[src/rtl/acc_imem_loader.sv]
// rtl/acc_imem_loader.sv - boot-time byte-stream to instruction-memory word loader
//
// Packs an incoming byte stream little-endian into DATA_W-bit words and writes
// them to sequential imem addresses starting at 0. The CPU is released
// (cpu_run) once the word carrying the final byte has been written. A program
// that would not fit in 2**ADDR_W words ends in a sticky overflow error.
//
// Ports:
//   clk, rst_n     clock (posedge) and synchronous active-low reset
//   in_valid       byte stream valid
//   in_ready       loader can accept a byte (IDLE/LOAD)
//   in_data        byte payload
//   in_last        marks final byte of the program
//   imem_we        one-cycle write strobe per word
//   imem_waddr     write address (valid with imem_we)
//   imem_wdata     write data (valid with imem_we)
//   cpu_run        program loaded, CPU may execute
//   load_count     words written so far
//   err_overflow   program exceeded imem capacity
module acc_imem_loader #(
    parameter int ADDR_W = 4,
    parameter int DATA_W = 32
) (
    input  logic              clk,
    input  logic              rst_n,
    input  logic              in_valid,
    output logic              in_ready,
    input  logic [7:0]        in_data,
    input  logic              in_last,
    output logic              imem_we,
    output logic [ADDR_W-1:0] imem_waddr,
    output logic [DATA_W-1:0] imem_wdata,
    output logic              cpu_run,
    output logic [ADDR_W:0]   load_count,
    output logic              err_overflow
);

    localparam int BPW   = DATA_W / 8;
    localparam int IDX_W = (BPW > 1) ? $clog2(BPW) : 1;

    typedef enum logic [1:0] {
        S_IDLE,
        S_LOAD,
        S_DONE,
        S_ERR
    } state_e;

    state_e            state_q, state_d;
    logic [IDX_W-1:0]  idx_q, idx_d;
    logic [DATA_W-1:0] asm_q, asm_d;
    logic [DATA_W-1:0] wdata_q, wdata_d;
    logic              we_q, we_d;
    logic              last_q, last_d;
    logic [ADDR_W:0]   cnt_q, cnt_d;

    logic              accept;
    logic [DATA_W-1:0] merged;

    assign in_ready     = (state_q == S_IDLE) || (state_q == S_LOAD);
    assign accept       = in_valid && in_ready;
    assign merged       = asm_q | (DATA_W'(in_data) << {idx_q, 3'b000});
    assign imem_we      = we_q;
    assign imem_waddr   = cnt_q[ADDR_W-1:0];
    assign imem_wdata   = wdata_q;
    assign cpu_run      = (state_q == S_DONE);
    assign load_count   = cnt_q;
    assign err_overflow = (state_q == S_ERR);

    always_comb begin
        state_d = state_q;
        idx_d   = idx_q;
        asm_d   = asm_q;
        wdata_d = wdata_q;
        we_d    = 1'b0;
        last_d  = last_q;
        cnt_d   = cnt_q;

        if (accept) begin
            if (state_q == S_IDLE) begin
                state_d = S_LOAD;
            end
            if ((idx_q == IDX_W'(BPW - 1)) || in_last) begin
                // Assembly register is cleared per word, so a short final word
                // leaves its unfilled upper bytes at zero.
                wdata_d = merged;
                we_d    = 1'b1;
                last_d  = in_last;
                idx_d   = '0;
                asm_d   = '0;
            end else begin
                asm_d = merged;
                idx_d = idx_q + IDX_W'(1);
            end
        end

        if (we_q) begin
            cnt_d = cnt_q + (ADDR_W + 1)'(1);
            if (last_q) begin
                state_d = S_DONE;
            end else if (cnt_q[ADDR_W-1:0] == '1) begin
                state_d = S_ERR;
            end
            // A byte accepted alongside the terminating write must not
            // produce another write after the load has ended.
            if (last_q || (cnt_q[ADDR_W-1:0] == '1)) begin
                we_d  = 1'b0;
                idx_d = '0;
                asm_d = '0;
            end
        end
    end

    always_ff @(posedge clk) begin
        if (!rst_n) begin
            state_q <= S_IDLE;
            idx_q   <= '0;
            asm_q   <= '0;
            wdata_q <= '0;
            we_q    <= 1'b0;
            last_q  <= 1'b0;
            cnt_q   <= '0;
        end else begin
            state_q <= state_d;
            idx_q   <= idx_d;
            asm_q   <= asm_d;
            wdata_q <= wdata_d;
            we_q    <= we_d;
            last_q  <= last_d;
            cnt_q   <= cnt_d;
        end
    end

endmodule
[config.mk]
export PLATFORM = sky130hd
export DESIGN_NAME = acc_imem_loader
export DESIGN_NICKNAME = d
export VERILOG_FILES = /design/src/rtl/acc_imem_loader.sv
export SDC_FILE = /design/constraint.sdc
export NUM_CORES = 1
export LEC_CHECK = 0
export BUFFER_PORTS_ARGS = -buffer_cell sky130_fd_sc_hd__buf_2
export CAP_MARGIN = 5
export CORE_UTILIZATION = 45
export CTS_CLUSTER_DIAMETER = 120
export DETAILED_ROUTE_END_ITERATION = 7
export GPL_ROUTABILITY_DRIVEN = 0
export HOLD_SLACK_MARGIN = 0.03
export PLACE_DENSITY = 0.71
export SYNTH_ARGS = -nofsm -noshare
export SYNTH_HDL_FRONTEND = slang
export SYNTH_SLANG_ARGS = --single-unit
[constraint.sdc]
create_clock -name clk -period 2.4 [get_ports clk]
set_input_delay 0.24 -clock clk [delete_from_list [all_inputs] [get_ports clk]]
set_output_delay 0.24 -clock clk [all_outputs]
set_load 0.1 [all_outputs]
==> results.sh <==
export IMPL_dp_slack_ns=0.705
export IMPL_antenna_found_initial=0
export IMPL_post_dp_cell_area_um2=3000
export IMPL_worstSetupStartpointType="register"
export IMPL_synth_ff_type="dfxtp_1"
export IMPL_area_growth_syn_to_layout_pct=13.2
export IMPL_fillers=539
export IMPL_tightest_slew_ns=0.619
export IMPL_register_area_um2=1500
export IMPL_whs_endpoint="last_q"
export IMPL_holdWs_ns=0.186
export IMPL_synth_xor_area_share_pct=1.54
export IMPL_die_height_um=81.4
export IMPL_power_density_nw_per_um2=808
export IMPL_wl_per_cell_um=14.0
export IMPL_core_area_um2=5990
export IMPL_hold_violations=0
export IMPL_reg2regPathDepth=4
export IMPL_yosysMostFrequentCell="dfxtp_1"
export IMPL_synth_compound_area_share_pct=23.5
export IMPL_yosys_warnings=0
export IMPL_grt_overflow_total=0
export IMPL_netlist_area_leader_share_pct=52.9
export IMPL_synth_nets=298
export IMPL_synth_fa_ha_area_share_pct=0.882
export IMPL_ioPinCount=57
export IMPL_yosys_top_cells_count="dfxtp_1 (75), a21oi_1 (66), nor2_1 (37)"
export IMPL_crit_type="register to output pin"
export IMPL_finalSetupViolations=0
export IMPL_grt_pass1_vias=1870
export IMPL_synthArstFlopShare_pct=0
export IMPL_ant_nets=0
export IMPL_dp_hpwl_um=3660
export IMPL_r2r_slack_ns=0.70
export IMPL_status="finished clean"
export IMPL_ctsResizeCount=0
export IMPL_regToRegEndpoint="imem_wdata[16]"
export IMPL_rsz0062_at_grt="false"
export IMPL_synth_edf_count=0
export IMPL_synth_top_family_by_area="compound AO/OA/AOI/OAI gates"
export IMPL_avgViaCountPerCell=5.28
export IMPL_min_period_ns=1.72
export IMPL_placementRows=28
export IMPL_regToRegStartpoint="idx_q[0]"
export IMPL_clk_latency_ns=0.34
export IMPL_drive_above_1_share_pct=26.2
export IMPL_ir_worst_vdd_mv=0.471
export IMPL_clock_root_buffer="clkbuf_8"
export IMPL_min_delay_start="in_last"
export IMPL_fin_area_um2=3210
export IMPL_clock_sinks=75
export IMPL_arrival_ns=1.48
export IMPL_postCtsHoldBufs=0
export IMPL_dieWidth_um=81.4
export IMPL_fin_nets=334
export IMPL_syn_inst=284
export IMPL_cts_buffer_depth=2
export IMPL_hold_class="primary input to register"
export IMPL_slew_headroom_pct=58.8
export IMPL_finalMaxSlewViolations=0
export IMPL_cts_tree="yes"
export IMPL_antenna_cells=0
export IMPL_clock_skew_ns=0.00735
export IMPL_grt_pass1_wl_um=9160
export IMPL_ys_seq_area_share_pct=52.9
export IMPL_hold_path_depth=3
export IMPL_synth_top_area_cell="dfxtp_1"
export IMPL_grt_total_usage_pct=18.9
export IMPL_post_route_period_util_pct=71.5
export IMPL_cts_max_level=3
export IMPL_ys_ff_latch=75
export IMPL_drcViolationCount=0
export IMPL_fmax_ghz=0.583
export IMPL_fin_ws_ns=0.685
export IMPL_synth_area_um2=2840
export IMPL_tns_ns=0
export IMPL_required_ns=2.16
export IMPL_multiInputGateArea_um2=1110
export IMPL_netlist_top_cells_area="dfxtp_1 (53%), a21oi_1 (12%), o2bb2ai_1 (9.9%), nor2_1 (4.9%), buf_6 (2.8%)"
export IMPL_cts_buffers=9
export IMPL_power_uw=2590
export IMPL_clk_pin_slew_ns=0.08
export IMPL_p_leak_uw=0.00132
export IMPL_postCtsSetupRepairBufs=0
export IMPL_initial_core_util_pct=47.3
export IMPL_end_kind="output pin"
export IMPL_vias=2111
export IMPL_firstDrtPassIters=4
export IMPL_avgSynthCellArea_um2=9.99
export IMPL_grt_max_degree=34
export IMPL_drt_wl_total_um=5610
export IMPL_maxCapViolations=0
export IMPL_synthSimpleGateAreaFrac_pct=12.7
export IMPL_synthMuxAreaShare_pct=0.353
export IMPL_first_iter_violations=72
export IMPL_cp_max_fo=9
export IMPL_ys_types=34
export IMPL_io_buffers=56
export IMPL_die_area_um2=6630
-- state kept, by name (all words and copies together) (netlist names) --
register	count
asm_q	32
imem_wdata	32
load_count	5
idx_q	2
state_q	2
imem_we	1
last_q	1
-- area by class of cell --
class / instances / area share [%]
flip-flops and latches: 75 / 46.7
multi-input cells: 175 / 34.5
repair buffers: 57 / 8.96
clock buffers: 12 / 5.14
well taps: 75 / 2.92
clock inverters: 4 / 1.48
inverters: 2 / 0.234
-- placed cells by master (no fill, tap or decap), drive strengths merged, types with 2 or more instances in the layout --
master	netlist	layout
o21a	2	2
nor2b	3	3
clkbuf	10	12
xnor2	4	4
nor2	38	38
nand4	2	2
o2bb2ai	32	32
dfxtp	75	75
and2	6	6
nand2	6	6
buf	22	57
a21oi	66	66
inv	2	2
ha	2	2
and4bb	2	2
clkinv	0	2
nand3	2	2
-- where the power goes --
part | switching [µW] | internal [µW]
Sequential | 24.3 | 1280
Combinational | 230 | 67.4
Clock | 435 | 562
Total | 689 | 1910
-- layer usage --
layer	up-vias	GRT usage, %	share of wire (%)
met3	6	5.84	5.2
met5	-	0	0
met2	53	28.4	45
met4	0	7.68	1.4
li1	1063	-	-
met1	989	25.0	48
-- how the worst max path moves through the flow --
stage | startpoint | end | cells past startpoint
after detailed placement | idx_q[0] | imem_wdata[10] | 4
after floorplan | load_count[0] | idx_q[0] | 5
after global placement | idx_q[0] | imem_wdata[1] | 4
final | state_q[1] | cpu_run | 3
after CTS | state_q[1] | cpu_run | 3
after global routing | idx_q[0] | imem_wdata[0] | 4
-- cells by family after synthesis --
group,Yosys count
xor+xnor,5
mux,1
simple gates,64
compound gates,103
buf+inv,34
flops,75
fa+ha+maj,2
-- critical path, cell delays in order, from the launching register on --
cell     delay (ns)
dfxtp_1        0.51
inv_1          0.10
nor2_2         0.10
buf_2          0.42
-- stage by stage --
step	std cells	utilization [%]
6_report	400	53.6
3_5_place_dp	384	50.1
3_3_place_gp	384	50.1
2_1_floorplan	284	-
4_1_cts	400	53.6
5_1_grt	400	53.6
(Power assumes the default switching activity.)
